===== config.mk =====
export PLATFORM = sky130hd
export DESIGN_NAME = id_ex_stage_flat
export DESIGN_NICKNAME = d
export VERILOG_FILES = /design/src/rtl/id_ex_stage_if.sv /design/src/rtl/id_ex_stage.sv /design/src/flat_wrapper.sv
export SDC_FILE = /design/constraint.sdc
export NUM_CORES = 1
export LEC_CHECK = 0
export BUFFER_PORTS_ARGS = -buffer_cell sky130_fd_sc_hd__buf_2
export CORE_UTILIZATION = 35
export DETAILED_ROUTE_END_ITERATION = 7
export MAX_ROUTING_LAYER = met4
export PLACE_DENSITY_LB_ADDON = 0.12
export SLEW_MARGIN = 15
export SYNTH_ARGS = -nofsm -noshare
export SYNTH_HDL_FRONTEND = slang
export SYNTH_SLANG_ARGS = --single-unit
export TNS_END_PERCENT = 1

===== constraint.sdc =====
create_clock -name clk -period 4.4 [get_ports clk]
set_input_delay 0.66 -clock clk [delete_from_list [all_inputs] [get_ports clk]]
set_output_delay 0.66 -clock clk [all_outputs]
set_load 0.005 [all_outputs]

===== src/rtl/id_ex_stage_if.sv =====
// ID-to-EX bundle: decoded fields coming in from ID and the registered copies handed on to EX.
// master drives ID and consumes EX (decode side); slave is the pipeline register itself.
interface id_ex_stage_if #(
    parameter int CTRL_W = 16
) ();
    logic              id_valid;
    logic [31:0]       id_pc;
    logic [31:0]       id_imm;
    logic [4:0]        id_rs1;
    logic [4:0]        id_rs2;
    logic              id_uses_rs1;
    logic              id_uses_rs2;
    logic [4:0]        id_rd;
    logic              id_reg_write;
    logic              id_mem_read;
    logic [CTRL_W-1:0] id_ctrl;

    logic              ex_valid;
    logic [31:0]       ex_pc;
    logic [31:0]       ex_imm;
    logic [4:0]        ex_rs1;
    logic [4:0]        ex_rs2;
    logic [4:0]        ex_rd;
    logic [31:0]       ex_rs1_val;
    logic [31:0]       ex_rs2_val;
    logic              ex_reg_write;
    logic              ex_mem_read;
    logic [CTRL_W-1:0] ex_ctrl;

    modport master (
        output id_valid, id_pc, id_imm, id_rs1, id_rs2, id_uses_rs1, id_uses_rs2,
               id_rd, id_reg_write, id_mem_read, id_ctrl,
        input  ex_valid, ex_pc, ex_imm, ex_rs1, ex_rs2, ex_rd, ex_rs1_val, ex_rs2_val,
               ex_reg_write, ex_mem_read, ex_ctrl
    );

    modport slave (
        input  id_valid, id_pc, id_imm, id_rs1, id_rs2, id_uses_rs1, id_uses_rs2,
               id_rd, id_reg_write, id_mem_read, id_ctrl,
        output ex_valid, ex_pc, ex_imm, ex_rs1, ex_rs2, ex_rd, ex_rs1_val, ex_rs2_val,
               ex_reg_write, ex_mem_read, ex_ctrl
    );
endinterface


===== src/rtl/id_ex_stage.sv =====
// ID/EX pipeline register with writeback bypass, load-use bubble insertion,
// EX stall hold (with held-operand refresh) and branch flush.
module id_ex_stage #(
    parameter int CTRL_W = 16
) (
    input  logic        clk,
    input  logic        rst,
    id_ex_stage_if.slave pipe,
    input  logic [31:0] rf_rd1,
    input  logic [31:0] rf_rd2,
    input  logic        wb_we,
    input  logic [4:0]  wb_rd,
    input  logic [31:0] wb_wd,
    input  logic        ex_stall,
    input  logic        ex_flush,
    output logic        stall_id,
    output logic [31:0] bubble_cnt
);
    logic              ex_valid_q, ex_valid_d;
    logic [31:0]       ex_pc_q, ex_pc_d;
    logic [31:0]       ex_imm_q, ex_imm_d;
    logic [4:0]        ex_rs1_q, ex_rs1_d;
    logic [4:0]        ex_rs2_q, ex_rs2_d;
    logic [4:0]        ex_rd_q, ex_rd_d;
    logic [31:0]       ex_rs1_val_q, ex_rs1_val_d;
    logic [31:0]       ex_rs2_val_q, ex_rs2_val_d;
    logic              ex_reg_write_q, ex_reg_write_d;
    logic              ex_mem_read_q, ex_mem_read_d;
    logic [CTRL_W-1:0] ex_ctrl_q, ex_ctrl_d;
    logic [31:0]       bubble_cnt_q, bubble_cnt_d;

    logic [31:0] op1, op2;
    logic        wb_live, load_use;

    // RF writes land on the edge, so a same-cycle read still sees the old value.
    assign wb_live = wb_we && (wb_rd != 5'd0);
    assign op1     = (wb_live && wb_rd == pipe.id_rs1) ? wb_wd : rf_rd1;
    assign op2     = (wb_live && wb_rd == pipe.id_rs2) ? wb_wd : rf_rd2;

    assign load_use = ex_valid_q && ex_mem_read_q && (ex_rd_q != 5'd0) && pipe.id_valid &&
                      ((pipe.id_uses_rs1 && pipe.id_rs1 == ex_rd_q) ||
                       (pipe.id_uses_rs2 && pipe.id_rs2 == ex_rd_q));

    // Gated by reset so ID is released immediately when reset hits mid-stall.
    assign stall_id = rst && !ex_flush && (load_use || ex_stall);

    always_comb begin
        ex_valid_d     = ex_valid_q;
        ex_pc_d        = ex_pc_q;
        ex_imm_d       = ex_imm_q;
        ex_rs1_d       = ex_rs1_q;
        ex_rs2_d       = ex_rs2_q;
        ex_rd_d        = ex_rd_q;
        ex_rs1_val_d   = ex_rs1_val_q;
        ex_rs2_val_d   = ex_rs2_val_q;
        ex_reg_write_d = ex_reg_write_q;
        ex_mem_read_d  = ex_mem_read_q;
        ex_ctrl_d      = ex_ctrl_q;
        bubble_cnt_d   = bubble_cnt_q;
        if (ex_flush) begin
            ex_valid_d     = 1'b0;
            ex_pc_d        = '0;
            ex_imm_d       = '0;
            ex_rs1_d       = '0;
            ex_rs2_d       = '0;
            ex_rd_d        = '0;
            ex_rs1_val_d   = '0;
            ex_rs2_val_d   = '0;
            ex_reg_write_d = 1'b0;
            ex_mem_read_d  = 1'b0;
            ex_ctrl_d      = '0;
        end else if (ex_stall) begin
            if (ex_valid_q && wb_live && wb_rd == ex_rs1_q) ex_rs1_val_d = wb_wd;
            if (ex_valid_q && wb_live && wb_rd == ex_rs2_q) ex_rs2_val_d = wb_wd;
        end else if (load_use) begin
            ex_valid_d     = 1'b0;
            ex_reg_write_d = 1'b0;
            ex_mem_read_d  = 1'b0;
            if (bubble_cnt_q != 32'hFFFF_FFFF) bubble_cnt_d = bubble_cnt_q + 32'd1;
        end else begin
            ex_valid_d     = pipe.id_valid;
            ex_pc_d        = pipe.id_pc;
            ex_imm_d       = pipe.id_imm;
            ex_rs1_d       = pipe.id_rs1;
            ex_rs2_d       = pipe.id_rs2;
            ex_rd_d        = pipe.id_rd;
            ex_rs1_val_d   = op1;
            ex_rs2_val_d   = op2;
            ex_reg_write_d = pipe.id_reg_write && pipe.id_valid;
            ex_mem_read_d  = pipe.id_mem_read && pipe.id_valid;
            ex_ctrl_d      = pipe.id_ctrl;
        end
    end

    always_ff @(posedge clk or negedge rst) begin
        if (!rst) begin
            ex_valid_q     <= 1'b0;
            ex_pc_q        <= '0;
            ex_imm_q       <= '0;
            ex_rs1_q       <= '0;
            ex_rs2_q       <= '0;
            ex_rd_q        <= '0;
            ex_rs1_val_q   <= '0;
            ex_rs2_val_q   <= '0;
            ex_reg_write_q <= 1'b0;
            ex_mem_read_q  <= 1'b0;
            ex_ctrl_q      <= '0;
            bubble_cnt_q   <= '0;
        end else begin
            ex_valid_q     <= ex_valid_d;
            ex_pc_q        <= ex_pc_d;
            ex_imm_q       <= ex_imm_d;
            ex_rs1_q       <= ex_rs1_d;
            ex_rs2_q       <= ex_rs2_d;
            ex_rd_q        <= ex_rd_d;
            ex_rs1_val_q   <= ex_rs1_val_d;
            ex_rs2_val_q   <= ex_rs2_val_d;
            ex_reg_write_q <= ex_reg_write_d;
            ex_mem_read_q  <= ex_mem_read_d;
            ex_ctrl_q      <= ex_ctrl_d;
            bubble_cnt_q   <= bubble_cnt_d;
        end
    end

    assign pipe.ex_valid     = ex_valid_q;
    assign pipe.ex_pc        = ex_pc_q;
    assign pipe.ex_imm       = ex_imm_q;
    assign pipe.ex_rs1       = ex_rs1_q;
    assign pipe.ex_rs2       = ex_rs2_q;
    assign pipe.ex_rd        = ex_rd_q;
    assign pipe.ex_rs1_val   = ex_rs1_val_q;
    assign pipe.ex_rs2_val   = ex_rs2_val_q;
    assign pipe.ex_reg_write = ex_reg_write_q;
    assign pipe.ex_mem_read  = ex_mem_read_q;
    assign pipe.ex_ctrl      = ex_ctrl_q;
    assign bubble_cnt        = bubble_cnt_q;
endmodule


===== src/flat_wrapper.sv =====
// flat-port wrapper written by rule: the top's interface ports become plain ports
module id_ex_stage_flat 
#(
    parameter int CTRL_W = 16
)
  (clk, rst, rf_rd1, rf_rd2, wb_we, wb_rd, wb_wd, ex_stall, ex_flush, stall_id, bubble_cnt, pipe_id_valid, pipe_id_pc, pipe_id_imm, pipe_id_rs1, pipe_id_rs2, pipe_id_uses_rs1, pipe_id_uses_rs2, pipe_id_rd, pipe_id_reg_write, pipe_id_mem_read, pipe_id_ctrl, pipe_ex_valid, pipe_ex_pc, pipe_ex_imm, pipe_ex_rs1, pipe_ex_rs2, pipe_ex_rd, pipe_ex_rs1_val, pipe_ex_rs2_val, pipe_ex_reg_write, pipe_ex_mem_read, pipe_ex_ctrl);
  id_ex_stage_if #(.CTRL_W(CTRL_W)) pipe_i ();
  input  logic clk;
  input  logic rst;
  input  logic [31:0] rf_rd1;
  input  logic [31:0] rf_rd2;
  input  logic wb_we;
  input  logic [4:0] wb_rd;
  input  logic [31:0] wb_wd;
  input  logic ex_stall;
  input  logic ex_flush;
  output logic stall_id;
  output logic [31:0] bubble_cnt;
  input wire logic [$bits(pipe_i.id_valid)-1:0] pipe_id_valid;
  input wire logic [$bits(pipe_i.id_pc)-1:0] pipe_id_pc;
  input wire logic [$bits(pipe_i.id_imm)-1:0] pipe_id_imm;
  input wire logic [$bits(pipe_i.id_rs1)-1:0] pipe_id_rs1;
  input wire logic [$bits(pipe_i.id_rs2)-1:0] pipe_id_rs2;
  input wire logic [$bits(pipe_i.id_uses_rs1)-1:0] pipe_id_uses_rs1;
  input wire logic [$bits(pipe_i.id_uses_rs2)-1:0] pipe_id_uses_rs2;
  input wire logic [$bits(pipe_i.id_rd)-1:0] pipe_id_rd;
  input wire logic [$bits(pipe_i.id_reg_write)-1:0] pipe_id_reg_write;
  input wire logic [$bits(pipe_i.id_mem_read)-1:0] pipe_id_mem_read;
  input wire logic [$bits(pipe_i.id_ctrl)-1:0] pipe_id_ctrl;
  output wire logic [$bits(pipe_i.ex_valid)-1:0] pipe_ex_valid;
  output wire logic [$bits(pipe_i.ex_pc)-1:0] pipe_ex_pc;
  output wire logic [$bits(pipe_i.ex_imm)-1:0] pipe_ex_imm;
  output wire logic [$bits(pipe_i.ex_rs1)-1:0] pipe_ex_rs1;
  output wire logic [$bits(pipe_i.ex_rs2)-1:0] pipe_ex_rs2;
  output wire logic [$bits(pipe_i.ex_rd)-1:0] pipe_ex_rd;
  output wire logic [$bits(pipe_i.ex_rs1_val)-1:0] pipe_ex_rs1_val;
  output wire logic [$bits(pipe_i.ex_rs2_val)-1:0] pipe_ex_rs2_val;
  output wire logic [$bits(pipe_i.ex_reg_write)-1:0] pipe_ex_reg_write;
  output wire logic [$bits(pipe_i.ex_mem_read)-1:0] pipe_ex_mem_read;
  output wire logic [$bits(pipe_i.ex_ctrl)-1:0] pipe_ex_ctrl;
  assign pipe_i.id_valid = pipe_id_valid;
  assign pipe_i.id_pc = pipe_id_pc;
  assign pipe_i.id_imm = pipe_id_imm;
  assign pipe_i.id_rs1 = pipe_id_rs1;
  assign pipe_i.id_rs2 = pipe_id_rs2;
  assign pipe_i.id_uses_rs1 = pipe_id_uses_rs1;
  assign pipe_i.id_uses_rs2 = pipe_id_uses_rs2;
  assign pipe_i.id_rd = pipe_id_rd;
  assign pipe_i.id_reg_write = pipe_id_reg_write;
  assign pipe_i.id_mem_read = pipe_id_mem_read;
  assign pipe_i.id_ctrl = pipe_id_ctrl;
  assign pipe_ex_valid = pipe_i.ex_valid;
  assign pipe_ex_pc = pipe_i.ex_pc;
  assign pipe_ex_imm = pipe_i.ex_imm;
  assign pipe_ex_rs1 = pipe_i.ex_rs1;
  assign pipe_ex_rs2 = pipe_i.ex_rs2;
  assign pipe_ex_rd = pipe_i.ex_rd;
  assign pipe_ex_rs1_val = pipe_i.ex_rs1_val;
  assign pipe_ex_rs2_val = pipe_i.ex_rs2_val;
  assign pipe_ex_reg_write = pipe_i.ex_reg_write;
  assign pipe_ex_mem_read = pipe_i.ex_mem_read;
  assign pipe_ex_ctrl = pipe_i.ex_ctrl;
  id_ex_stage #(.CTRL_W(CTRL_W)) u_core (.clk(clk), .rst(rst), .pipe(pipe_i), .rf_rd1(rf_rd1), .rf_rd2(rf_rd2), .wb_we(wb_we), .wb_rd(wb_rd), .wb_wd(wb_wd), .ex_stall(ex_stall), .ex_flush(ex_flush), .stall_id(stall_id), .bubble_cnt(bubble_cnt));
endmodule

# Word level (Yosys, flattened, before mapping)
# Index checks and enable logic that the tools add are counted.
totals:
  ff_bits: 194
  output_inout_bits: 195
  romBits: 0
  ramBits: 0
  mem_count: 0
  latch_bits: 0
classes:
  add_sub_neg: 1
  mul: 0
  bitwise: 2
  shifts: 0
  n_div: 0
  mux: 37
  magnitude_cmp: 0
  n_eq_ne: 12
  n_reduce_logical: 25
ops:
  columns: ["cell", "count"]
  rows:
  - ["$mux W32", 16]
  - ["$mux W16", 3]
  - ["$mux W5", 9]
  - ["$add A32 B1 Y32 const B", 1]
  - ["$ne A32 B32 Y1 const B", 1]
  - ["$eq A5 B5 Y1", 6]
  - ["$logic_and A1 B1 Y1", 16]
  - ["$reduce_bool A5 Y1", 2]
  - ["$mux W1", 9]
  - ["$ne A3 B1 Y1 const B", 2]
  - ["$reduce_and A2 Y1", 3]
  - ["$reduce_and A4 Y1", 1]
  - ["$ne A3 B3 Y1 const B", 1]
  - ["$logic_or A1 B1 Y1", 2]
  - ["$ne A2 B1 Y1 const B", 1]
  - ["$ne A2 B2 Y1 const B", 1]
  - ["$not A1 Y1", 2]
  - ["$logic_not A1 Y1", 1]

# Depth between registers and ports, before layout
# Gate-level depths: netlist (run 1).
logic_depth:
  depth_word: 7
  mapped_depth: 9

# Worst setup path before layout (run 1)
# No wires, ideal clock.
synth_timing:
  path_kind: "input -> register"
  start: "input port wb_rd[3]"
  end: "register u_core.ex_rs1_val_q[24], in the netlist u_core.pipe.ex_rs1_val[24]"
  slack_ns: 1.833
  setup_ns: 0.125
  arrival_time_ns: 2.442
  required_ns: 4.275
  cell_stages: 8
  path_cell_list: "buf_2 or4_4 o21a_4 a41oi_4 buf_6 mux2i_1 nor2_1 mux2_4"
synth_via:
  elab_chain_cells: 7
  word_cells_on_any_way: 13
  cone_classes: "3 x eq/ne; 4 x mux; 6 x reduce/logical"
synth_lines:
  columns: ["element", "line_no", "rtl"]
  rows:
  - ["start: declaration", "flat_wrapper.sv:13", "input logic [4:0] wb_rd;"]
  - ["$reduce_bool A5 Y1", "id_ex_stage.sv:36", "assign wb_live = wb_we && (wb_rd != 5'd0);"]
  - ["$logic_and A1 B1 Y1", "id_ex_stage.sv:36", null]
  - ["$logic_and A1 B1 Y1", "id_ex_stage.sv:37", "assign op1 = (wb_live && wb_rd == pipe.id_rs1) ? wb_wd : rf_rd1;"]
  - ["$mux W32", "id_ex_stage.sv:37", null]
  - ["$mux W32", "id_ex_stage.sv:75", "end else if (load_use) begin"]
  - ["$mux W32", "id_ex_stage.sv:72", "end else if (ex_stall) begin"]
  - ["$mux W32", "id_ex_stage.sv:60", "if (ex_flush) begin"]
  - ["end signal: assignment", "id_ex_stage.sv:116", "ex_rs1_val_q <= ex_rs1_val_d;"]
  - ["end: declaration", "id_ex_stage.sv:25", "logic [31:0] ex_rs1_val_q, ex_rs1_val_d;"]
# Parallel ways exist; a longest one is shown, timed or not. The select of a mux whose other input is x is not followed.
# A chain may end at the register's enable or synchronous reset.

# Worst setup path in the final report (run 1)
layout_timing:
  start: "register u_core.ex_rd_q[2], in the netlist u_core.pipe.ex_rd[2]"
  end: "output port stall_id"
layout_via:
  elab_chain_cells: 6
  word_cells_on_any_way: 11
  cone_classes: "2 x eq/ne; 9 x reduce/logical"
layout_lines:
  columns: ["element", "line_no", "rtl"]
  rows:
  - ["start: declaration", "id_ex_stage.sv:24", "logic [4:0] ex_rd_q, ex_rd_d;"]
  - ["start signal: assignment", "id_ex_stage.sv:115", "ex_rd_q <= ex_rd_d;"]
  - ["$eq A5 B5 Y1 (tied with other cells)", "id_ex_stage.sv:41", "((pipe.id_uses_rs1 && pipe.id_rs1 == ex_rd_q) ||"]
  - ["$logic_and A1 B1 Y1, on equally long branches", "id_ex_stage.sv:41, id_ex_stage.sv:40, id_ex_stage.sv:42", null]
  - ["$logic_or A1 B1 Y1 / $logic_and A1 B1 Y1 (equally long branches)", "id_ex_stage.sv:41, id_ex_stage.sv:40", null]
  - ["$logic_and A1 B1 Y1 *", "id_ex_stage.sv:40", "assign load_use = ex_valid_q && ex_mem_read_q && (ex_rd_q != 5'd0) && pipe.id_valid &&"]
  - ["$logic_or A1 B1 Y1 *", "id_ex_stage.sv:45", "assign stall_id = rst && !ex_flush && (load_use || ex_stall);"]
  - ["$logic_and A1 B1 Y1 *", "id_ex_stage.sv:45", null]
  - ["end: declaration", "flat_wrapper.sv:17", "output logic stall_id;"]
# Every way passes the cells marked *; elsewhere a longest branch is shown, timed or not.

==> key figures, run 1 <==
Status
  • Status: complete, no violations

STA
  • Final Setup Violations: 0
  • Unrepaired setup endpoints after global routing: no
  • Final hold slack: around 140 ps
  • Setup TNS: 0 ps
  • Worst slew margin: between 20% and 30%
  • Clock Skew: about 21 ps
  • Final WS setup: 1580 ps
  • Least-Margin Pin Slew: approximately 1100 ps
  • Min Tclk post-route: 2820 ps
  • Maximum clock rate: 355 MHz
  • Final Hold Vio Count: 0
  • Fin crit share: 64.0%
  • Slew Limit Fails: 0

Worst setup path
  • Worst reg-to-reg path cell count: 6
  • End of the worst register-to-register path: u_core.pipe.ex_imm[6]
  • WP data arrival: between 2000 and 2500 ps
  • WP depth: 6
  • Reg2reg start: u_core.pipe.ex_rd[2]
  • CP required: 3740 ps
  • Critical path peak fanout: 8
  • CP endpoint kind: output port
  • WS Path Type: flop to output port
  • Critical-path cell list: xnor2_1 -> nand4_1 -> o22ai_2 -> a21o_4 -> and3_1 -> buf_2
  • Worst setup path start: u_core.pipe.ex_rd[2]
  • Worst-path cell with the longest stage delay: dfrtp_1
  • Worst Setup EP: stall_id
  • Crit path largest cell delay: 470 ps
  • Top delay family on crit path: compound AO/OA/AOI/OAI gates
  • WP buf/inv: 1
  • Startpoint Class: flop
  • Flop2flop setup slack: approximately 1700 ps

Synth
  • Post-Syn Instances: 712
  • Area fraction of the dominant cell type after synthesis: a little over half
  • Syn nets: just over 900
  • Sequential cell area fraction in the yosys report: a little over half
  • Post-Syn Area: 0.00916 sq mm
  • Yosys synthesis warning count: 0
  • Top_reg_cell synth: dfrtp_1
  • Area leader, netlist: dfrtp_1
  • Post-synth EDFFs: 0
  • Netlist cell types: 42
  • Synth async-reset ratio: 100%
  • #FFs+latches synth: ~190
  • Area contributors post-synth: dfrtp_1 53%, mux2_4 9.8%, a22o_1 9.1%, mux2i_1 7.0%, xnor2_1 3.6%
  • Syn Area/Cell: ~13 sq um

Place
  • Area after DPL: 0.0113 sq mm
  • Placed insts: 1396
  • Post-place setup slack: roughly 1300 ps
  • Routability cong.: around 0.78
  • IO Port Bufs: 400
  • DP HPWL: 19300 microns

Clocking
  • Clock Pin Slew Worst Setup and Hold Paths: approximately 90 ps
  • Clk buf depth: 2
  • CTS hold repair buffers: 0
  • CTS Buf Count: 17
  • Post-CTS Setup Repair Bufs: 0
  • CTS resizes: 0
  • Worst-Skew Late Latency: 440 ps
  • H-tree levels: 4
  • CTS tree: built
  • # clock sinks: 194
  • Root buffer cell: clkbuf_16

Finish
  • Non-filler cells, final: around 1400
  • Util after Layout: a little under half
  • Share of layout cells above drive strength 1: 46.9%
  • Nets@finish: 1292
  • Commonest cells after routing, fill and taps aside: 399 x buf_2, 194 x dfrtp_1, 95 x a22o_1
  • Fin area: between 0.01 and 0.015 sq mm
  • Most common cell after layout, fill and taps aside: buf_2
  • Area delta synth->final: 30.6%

Floorplan
  • Row count: 58
  • Chip width: around 160 microns
  • Die height: approximately 160 microns
  • CORE AREA: approximately 0.025 sq mm
  • Initial Utilization: 36.0%
  • Die Area: around 0.027 sq mm
  • I/O pin cnt: roughly 400

Pwr
  • PD cells: approximately 350 mW/mm^2
  • Power Internal: roughly 3.0 mW
  • Comb pwr share: 14.4%
  • Tot Pwr: 4.20 mW
  • Flop pwr share: between 40 and 50%
  • Pleak: approximately 6.5 nW
  • Maximum vdd drop: approximately 0.26 mV
  • Sw Share: between 20% and 30%
  • Clock power frac: between 30% and 40%
  • Switching power: between 1 and 1.5 mW

Run
  • MaxCap Viol Count: 0

Drt
  • DRC Markers: 0
  • M1 WL: around 12000 microns
  • Metal3 WL: 1750 microns
  • Wire length per cell: between 15 and 20 microns
  • Vias/cell: between 4 and 5
  • DRT Pass-1 Iters: 4
  • ANT nets after route: 0
  • Post-Route WL: ~27000 microns
  • DRT iter0 DRCs: between 300 and 400
  • Met2 WL: roughly 13000 microns
  • DR top layer: met4
  • Via Count: a little over 7000

Global route
  • Initial antenna violation count: 1
  • Largest net degree at the start of global routing: around 100
  • Grt total ovfl: 0
  • Number of global-route vias before repair: 7156
  • First-pass GRT wire length: 41800 microns
  • GR Util All Layers: 21.0%

Min path
  • Hold Crit Class: input pin to async pin
[per-layer routing]
metal  GRT usage, %  vias to the layer above
met5              -                        -
met1           26.5                     3482
li1               -                     3311
met3           5.18                       28
met2           33.4                      243
met4           6.23                        0
[worst min path at each step]
stage | end | from | depth (start not counted)
final | u_core.bubble_cnt[15] | rst | 1
after global routing | u_core.bubble_cnt[13] | rst | 1
after CTS | u_core.bubble_cnt[15] | rst | 1
after detailed placement | u_core.pipe.ex_rs2_val[0] | u_core.pipe.ex_rs2_val[0] | 1
after global placement | u_core.pipe.ex_rs2_val[0] | u_core.pipe.ex_rs2_val[0] | 1
after floorplan | u_core.bubble_cnt[0] | rst | 0
[kinds of logic after synthesis]
group / share of synthesized area (%)
DFF: 53.0
and+or+nand+nor: 9.47
muxes: 17.7
AOI/OAI and AO/OA: 10.7
xor gates and xnor gates: 5.55
buffers and inverters: 3.47
adders and majority gates: 0.137
[synthesized netlist by cell type, types with 7 or more instances]
cell and instances:
xnor2_1 38, mux2_4 60, mux2i_1 64, nor2_1 77
a22o_1 95, buf_6 13, clkbuf_1 22, xor2_1 20
nand2_1 24, dfrtp_1 194, buf_2 9, nand3_1 10
nand4_1 17, mux2_1 7
[power by group through the flow]
stage          combinational [mW]  sequential, mW  clock, mW
2_1_floorplan               0.304            1.99          0
3_3_place_gp                0.612            1.98          0
3_5_place_dp                0.620            1.98          0
4_1_cts                     0.619            1.95       1.69
5_1_grt                     0.666            1.96       1.77
6_report                    0.606            1.95       1.64
[flip-flops by register name, summed over array words and instances (netlist names)]
register and cells:
u_core.pipe.ex_imm 32, u_core.bubble_cnt 32, u_core.pipe.ex_rs2_val 32, u_core.pipe.ex_ctrl 16
u_core.pipe.ex_rs2 5, u_core.pipe.ex_pc 32, u_core.pipe.ex_reg_write 1, u_core.pipe.ex_rd 5
u_core.pipe.ex_valid 1, u_core.pipe.ex_rs1_val 32, u_core.pipe.ex_rs1 5, u_core.pipe.ex_mem_read 1
[cell type report]
cell class / instances / area [sq um]
fillers: 2488 / 13400
flip-flops and latches: 194 / 4850
multi-input cells: 464 / 3990
repair buffers: 405 / 2060
clock buffers: 17 / 425
well taps: 330 / 413
clock inverters: 15 / 195
inverters: 3 / 13.8
diodes: 3 / 7.51
No activity file was read; power rests on OpenSTA's default activity.
==> inputs of run 2 (changes only) <==
- ABC_AREA: unset -> 1
- clock period: 4.4 -> 2.8 ns (I/O delays scaled with it)
==> run 2 against run 1 <==
  * Total power increased by 55%
  * Cell count grew 46%
  * Wire length grew 23%
  * Non-clock buffer count increased by 15
  * Register-to-register slack worse by 990 ps
  * Global-route usage grew 3.4 points
  * Combinational power grew 46%
  * Die area is 6.8% higher
  * Critical endpoint unchanged
==> key figures, run 2 <==
Status
  • Status: complete, no violations (unchanged)

Synth
  • Netlist cell types: 23 (was 42)
  • Leading cell types by count after synthesis: 585 x nand2_1, 194 x dfrtp_1, 170 x nand3_1 (was 194 x dfrtp_1, 95 x a22o_1, 77 x nor2_1)
  • Post-synth EDFFs: 0 (unchanged)
  • #FFs+latches synth: 194 (unchanged)
  • Syn nets: 1539 (was 919)
  • Yosys synthesis warning count: 0 (unchanged)
  • Area fraction of the dominant cell type after synthesis: 49.6% (was 53.0%)
  • Synth async-reset ratio: 100% (unchanged)
  • Syn Area/Cell: 7.35 sq um (was 12.9 sq um)
  • Post-Syn Instances: 1332 (was 712)
  • Area leader, netlist: dfrtp_1 (unchanged)
  • Sequential cell area fraction in the yosys report: 49.6% (was 53.0%)
  • Area contributors post-synth: dfrtp_1 50%, nand2_1 22%, nand3_1 8.7%, inv_1 4.2%, xor2_1 2.4% (was dfrtp_1 53%, mux2_4 9.8%, a22o_1 9.1%, mux2i_1 7.0%, xnor2_1 3.6%)
  • Most frequent cell after synthesis: nand2_1 (was dfrtp_1)
  • Top_reg_cell synth: dfrtp_1 (unchanged)
  • Post-Syn Area: 0.00979 sq mm (was 0.00916 sq mm)

Worst setup path
  • CP endpoint kind: output port (unchanged)
  • Worst setup path start: u_core.pipe.ex_rd[0] (was u_core.pipe.ex_rd[2])
  • Top delay family on crit path: simple AND/OR/NAND/NOR gates (was compound AO/OA/AOI/OAI gates)
  • Critical-path cell list: inv_1 -> nor2_1 -> nor2_1 -> nand3_1 -> nand2_1 -> nand2_4 -> nand2_1 -> nand2_1 -> nor2_1 -> buf_2 (was xnor2_1 -> nand4_1 -> o22ai_2 -> a21o_4 -> and3_1 -> buf_2)
  • WP data arrival: 2070 ps (was 2160 ps)
  • Worst-path cell with the longest stage delay: dfrtp_1 (unchanged)
  • WS Path Type: flop to output port (unchanged)
  • CP required: 2380 ps (was 3740 ps)
  • WP buf/inv: 2 (was 1)
  • Startpoint Class: flop (unchanged)
  • Flop2flop setup slack: 750 ps (was 1740 ps)
  • Crit path largest cell delay: 430 ps (was 470 ps)
  • Critical path peak fanout: 17 (was 8)
  • Reg2reg start: u_core.pipe.ex_rd[0] (was u_core.pipe.ex_rd[2])

Run
  • MaxCap Viol Count: 0 (unchanged)

Place
  • Area after DPL: 0.0121 sq mm (was 0.0113 sq mm)
  • DP HPWL: 23800 microns (was 19300 microns)
  • Routability cong.: 0.867 (was 0.780)
  • Post-place setup slack: 599 ps (was 1290 ps)
  • IO Port Bufs: 400 (unchanged)

Clocking
  • Root buffer cell: clkbuf_16 (unchanged)
  • H-tree levels: 4 (unchanged)
  • Worst-Skew Late Latency: 440 ps (about the same)
  • CTS tree: built (unchanged)
  • CTS Buf Count: 17 (unchanged)
  • CTS resizes: 0 (unchanged)
  • # clock sinks: 194 (unchanged)
  • Clk buf depth: 2 (unchanged)
  • Clock Pin Slew Worst Setup and Hold Paths: 90 ps (about the same)

Finish
  • Commonest cells after routing, fill and taps aside: 584 x nand2_1, 399 x buf_2, 194 x dfrtp_1 (was 399 x buf_2, 194 x dfrtp_1, 95 x a22o_1)
  • Area delta synth->final: 30.6% (about the same)
  • Most common cell after layout, fill and taps aside: nand2_1 (was buf_2)
  • Share of layout cells above drive strength 1: 27.0% (was 46.9%)
  • Nets@finish: 1908 (was 1292)
  • Fin area: 0.0128 sq mm (was 0.0120 sq mm)

STA
  • Final Hold Vio Count: 0 (unchanged)
  • Final WS setup: 310 ps (was 1580 ps)
  • Final hold slack: 198 ps (was 141 ps)
  • Maximum clock rate: 402 MHz
  • Unrepaired setup endpoints after global routing: no (unchanged)
  • Setup TNS: 0 ps (unchanged)
  • Fin crit share: 88.9%
  • Worst slew margin: 61.5% (was 26.6%)
  • Final Setup Violations: 0 (unchanged)
  • Least-Margin Pin Slew: 578 ps (was 1100 ps)
  • Min Tclk post-route: around 2500 ps
  • Slew Limit Fails: 0 (unchanged)
  • Clock Skew: 21.1 ps (was 20.7 ps)

Floorplan
  • Die Area: 0.0286 sq mm (was 0.0268 sq mm)
  • Chip width: 169 microns (was 164 microns)
  • Initial Utilization: 36.0% (about the same)
  • Die height: 169 microns (was 164 microns)
  • CORE AREA: 0.0272 sq mm (was 0.0254 sq mm)
  • Row count: 60 (was 58)
  • I/O pin cnt: 401 (unchanged)

Global route
  • GR Util All Layers: 24.4% (was 21.0%)
  • First-pass GRT wire length: 53000 microns (was 41800 microns)
  • Largest net degree at the start of global routing: 97 (was 102)
  • Initial antenna violation count: 8 (was 1)
  • Number of global-route vias before repair: 9694 (was 7156)
  • Grt total ovfl: 0 (unchanged)

Drt
  • ANT nets after route: 0 (unchanged)
  • DRC Markers: 0 (unchanged)
  • Wire length per cell: 16.0 microns (was 19.0 microns)
  • DRT iter0 DRCs: 554 (was 386)
  • Post-Route WL: 33500 microns (was 27200 microns)
  • DRT Pass-1 Iters: 5 (was 4)
  • Vias/cell: 4.73 (was 4.94)
  • Via Count: 9898 (was 7064)

Pwr
  • Pleak: 7.51 nW (was 6.53 nW)
  • PD cells: 510 mW/mm^2 (was 351 mW/mm^2)
  • Tot Pwr: 6.52 mW (was 4.20 mW)
  • Maximum vdd drop: 0.318 mV (was 0.258 mV)

Min path
  • Hold Crit Class: input pin to flop (was input pin to async pin)
  • Hold_sp: pipe_id_pc[11]
[run 2: cells by family (layout without fill, tap and decap cells)]
kind of cell | after synthesis | in the layout | share of synthesized area (%)
AO/OA/AOI/OAI | 76 | 76 | 3.89
XOR/XNOR | 42 | 42 | 3.76
adder cells (fa/ha/maj) | 1 | 1 | 0.128
buffers and inverters | 183 | 565 | 7.66
flip-flops | 194 | 194 | 49.6
other | 0 | 8 | 0
AND/OR/NAND/NOR | 836 | 836 | 35.0
[run 2: layer usage]
| metal | global-route usage (%) | up-vias | wire length (microns) |
|---|---|---|---|
| li1 | - | 4893 | - |
| met5 | - | - | 0 |
| met2 | 39.8 | 326 | 16200 |
| met3 | 5.46 | 37 | 2230 |
| met4 | 8.66 | 0 | 668 |
| met1 | 29.9 | 4642 | 14400 |
[run 2: repair_timing]
item | in CTS | in global routing
hold buffers | 1 | 0
buffers inserted | 0 | 0
endpoints found under the hold margin | 57 | 0
[run 2: tightest hold or removal path, delay by kind of cell]
family	cells	cell delay, ps
buffers and inverters	1	70
AND/OR/NAND/NOR	2	120
[run 2: final timing paths]
path	depth (start not counted)	endpoint
setup / recovery	10	stall_id
hold / removal	3	u_core.pipe.ex_pc[11]
setup reg to reg	12	u_core.pipe.ex_imm[4]
hold reg to reg	2	u_core.pipe.ex_imm[29]
max in group asynchronous	3	u_core.pipe.ex_rs2_val[31]
min in group asynchronous	2	u_core.pipe.ex_imm[24]
[run 2: through the flow]
stage          instances  utilization [%]
2_1_floorplan       1332                -
5_1_grt             2094             47.0
4_1_cts             2086             47.0
6_report            2094             47.0
3_5_place_dp        2053             44.7
3_3_place_gp        2053             44.7
[run 2: power by group]
| part | internal, mW | switching (mW) | total [mW] |
|---|---|---|---|
| Clock | 1.32 | 1.28 | 2.59 |
| Combinational | 0.366 | 0.519 | 0.884 |
| Sequential | 2.95 | 0.0879 | 3.04 |
| Total | 4.64 | 1.88 | 6.52 |
[run 2: layout make-up]
class | count | area, sq um
Clock inverter | 14 | 183
Inverter | 113 | 424
Antenna cell | 8 | 20.0
Tap cell | 372 | 465
Sequential cell | 194 | 4850
Clock buffer | 18 | 439
Timing Repair Buffer | 420 | 2200
Multi-Input combinational cell | 955 | 4200
Fill cell | 2867 | 14400
==> inputs of run 3 (changes only) <==
- BUFFER_PORTS_ARGS: -buffer_cell sky130_fd_sc_hd__buf_2 -> -buffer_cell sky130_fd_sc_hd__clkbuf_2
- CELL_PAD_IN_SITES_DETAIL_PLACEMENT: unset -> 1
- CELL_PAD_IN_SITES_GLOBAL_PLACEMENT: unset -> 1
- CORE_UTILIZATION: 35 -> 34
==> run 3 against run 2 <==
  * Design area shrank 0.11%
  * Total power decreased by 0.22%
  * Clock power hardly changed
  * Fmax shrank 2.7%
  * Combinational power rose by 1%
  * Register-to-register slack lost 40 ps
  * Critical path type unchanged
==> key figures, run 3 (same netlist as run 2, synthesis figures left out) <==
Status
  • Status: complete, no violations (unchanged)

Worst setup path
  • Flop2flop setup slack: 710 ps (was 750 ps)
  • WP depth: 10 (unchanged)
  • CP endpoint kind: output port (unchanged)
  • Most frequent CP cell: nor2_1
  • End of the worst register-to-register path: u_core.bubble_cnt[13] (was u_core.pipe.ex_imm[4])
  • Reg2reg start: u_core.bubble_cnt[0] (was u_core.pipe.ex_rd[0])
  • Worst reg-to-reg path cell count: 10 (was 12)
  • WS Path Type: flop to output port (unchanged)
  • Critical path peak fanout: 21 (was 17)
  • Crit path largest cell delay: 410 ps (was 430 ps)
  • Worst-path cell with the longest stage delay: dfrtp_1 (unchanged)
  • CP required: 2380 ps (about the same)
  • Critical-path cell list: inv_1 -> nor2_1 -> nor2_1 -> nand3_1 -> nand2_1 -> nand2_4 -> nand2_1 -> nand2_2 -> nor2_1 -> clkbuf_2 (was inv_1 -> nor2_1 -> nor2_1 -> nand3_1 -> nand2_1 -> nand2_4 -> nand2_1 -> nand2_1 -> nor2_1 -> buf_2)
  • WP data arrival: 2140 ps (was 2070 ps)
  • Startpoint Class: flop (unchanged)
  • WP buf/inv: 2 (unchanged)
  • Top delay family on crit path: simple AND/OR/NAND/NOR gates (unchanged)

STA
  • Slew Limit Fails: 0 (unchanged)
  • Final Setup Violations: 0 (unchanged)
  • Setup TNS: 0 ps (unchanged)
  • Fin crit share: 91.4% (was 88.9%)
  • Final Hold Vio Count: 0 (unchanged)
  • Min Tclk post-route: 2560 ps (was 2490 ps)
  • Least-Margin Pin Slew: 858 ps (was 578 ps)
  • Maximum clock rate: 391 MHz (was 402 MHz)
  • Unrepaired setup endpoints after global routing: no (unchanged)
  • Final WS setup: 242 ps (was 310 ps)
  • Worst slew margin: 42.8% (was 61.5%)
  • Clock Skew: 26.5 ps (was 21.1 ps)

Clocking
  • H-tree levels: 4 (unchanged)
  • CTS Buf Count: 17 (unchanged)
  • Worst-Skew Late Latency: 440 ps (about the same)
  • CTS tree: built (unchanged)
  • Clock Pin Slew Worst Setup and Hold Paths: 90 ps (about the same)
  • Clk buf depth: 2 (unchanged)
  • Post-CTS Setup Repair Bufs: 0 (unchanged)
  • Root buffer cell: clkbuf_16 (unchanged)
  • # clock sinks: 194 (unchanged)

Global route
  • First-pass GRT wire length: 56300 microns (was 53000 microns)
  • GR Util All Layers: 25.5% (was 24.4%)
  • Largest net degree at the start of global routing: 92 (was 97)
  • Grt total ovfl: 0 (unchanged)
  • Initial antenna violation count: 8 (unchanged)
  • Number of global-route vias before repair: 10400 (was 9694)

Pwr
  • Pleak: 7.42 nW (was 7.51 nW)
  • Flop pwr share: 46.8% (was 46.6%)
  • Switching power: 1.89 mW (was 1.88 mW)
  • Comb pwr share: 13.7% (was 13.6%)
  • Maximum vdd drop: 0.352 mV (was 0.318 mV)
  • Sw Share: 29.1% (was 28.9%)
  • Power Internal: 4.61 mW (was 4.64 mW)
  • PD cells: 509 mW/mm^2 (was 510 mW/mm^2)
  • Clock power frac: 39.5% (was 39.8%)

Min path
  • Hold_sp: pipe_id_pc[10] (was pipe_id_pc[11])
  • Hold Crit Class: input pin to flop (unchanged)
  • WHS Endpoint: u_core.pipe.ex_pc[10] (was u_core.pipe.ex_pc[11])
  • Min-Delay Path Depth: 3 (unchanged)

Finish
  • Most common cell after layout, fill and taps aside: nand2_1 (unchanged)
  • Nets@finish: 1907 (was 1908)
  • Util after Layout: 45.5% (was 47.0%)
  • Share of layout cells above drive strength 1: 27.0% (about the same)
  • Multi-input logic area: 0.00420 sq mm (about the same)
  • Commonest cells after routing, fill and taps aside: 583 x nand2_1, 399 x clkbuf_2, 193 x dfrtp_1 (was 584 x nand2_1, 399 x buf_2, 194 x dfrtp_1)
  • Register area: 0.00486 sq mm (was 0.00485 sq mm)
  • Area delta synth->final: 30.5% (was 30.6%)
  • Fillers: 3708 (was 2867)

Drt
  • DRT Pass-1 Iters: 4 (was 5)
  • Post-Route WL: 35900 microns (was 33500 microns)
  • DRT iter0 DRCs: 520 (was 554)
  • Wire length per cell: 17.1 microns (was 16.0 microns)
  • DRC Markers: 0 (unchanged)
  • ANT nets after route: 0 (unchanged)
  • Vias/cell: 4.74 (was 4.73)
  • Via Count: 9955 (was 9898)

Floorplan
  • Die Area: 0.0295 sq mm (was 0.0286 sq mm)
  • Initial Utilization: 34.8% (was 36.0%)
  • Row count: 61 (was 60)
  • Die height: 172 microns (was 169 microns)
  • CORE AREA: 0.0281 sq mm (was 0.0272 sq mm)
  • I/O pin cnt: 401 (unchanged)
  • Chip width: 172 microns (was 169 microns)

Place
  • DP HPWL: 26500 microns (was 23800 microns)
  • Post-place setup slack: 487 ps (was 599 ps)
  • IO Port Bufs: 400 (unchanged)
  • Routability cong.: 0.892 (was 0.867)

Run
  • MaxCap Viol Count: 0 (unchanged)
[run 3: cell types whose count changed in the layout (fill, tap and decap cells not counted), sizes merged]
| cell | delta |
|---|---|
| clkbuf | +399 |
| buf | -400 |
| diode | +1 |
[run 3: area by class of cell]
class	instances	share of cell area, %
tap	378	3.70
sequential	194	38.0
multi-input combinational	955	32.9
clock inverter	14	1.45
antenna	9	0.176
clock buffer	18	3.36
timing repair buffer	419	17.1
inverter	113	3.32
[run 3: worst max-delay path by stage]
stage / to / startpoint / slack [ps]
6_report: stall_id / u_core.pipe.ex_rd[0] / 240
4_1_cts: stall_id / u_core.pipe.ex_rd[1] / 80
2_1_floorplan: u_core.pipe.ex_rs1_val[21] / wb_rd[3] / 1150
3_3_place_gp: stall_id / pipe_id_rs2[4] / 490
3_5_place_dp: stall_id / pipe_id_rs2[1] / 490
5_1_grt: stall_id / u_core.pipe.ex_rd[3] / 40
[run 3: tightest hold or removal path, stage by stage]
cell      delay (ps)
clkbuf_2          80
nand3_1           70
nand2_1           50
[run 3: per-stage QoR]
stage	cell area [sq um]	total power [mW]	cells	hold WS, ps
2_1_floorplan	9790	3.46	1332	124
3_3_place_gp	12100	3.99	2058	398
3_5_place_dp	12100	4.01	2058	394
4_1_cts	12700	6.60	2091	184
5_1_grt	12800	6.80	2099	195
6_report	12800	6.50	2100	200
[run 3: timing repair]
action,4_1_cts,5_1_grt
endpoints found under the hold margin,48,0
hold buffers,1,0
resized for setup,0,2
endpoints found under the setup margin,0,1
[run 3: metal layers]
layer,vias to the layer above,share of wire [%],global-route usage [%]
met1,4739,42,29.7
li1,4885,-,-
met4,0,3.6,11.5
met5,-,0,-
met2,268,49,41.9
met3,63,5.9,5.96
[run 3: power by group through the flow]
stage	Clock (mW)	Combinational [mW]	Sequential, mW
6_report	2.57	0.893	3.04
5_1_grt	2.72	1.01	3.07
4_1_cts	2.64	0.913	3.05
3_5_place_dp	0	0.907	3.10
3_3_place_gp	0	0.892	3.09
2_1_floorplan	0	0.360	3.10
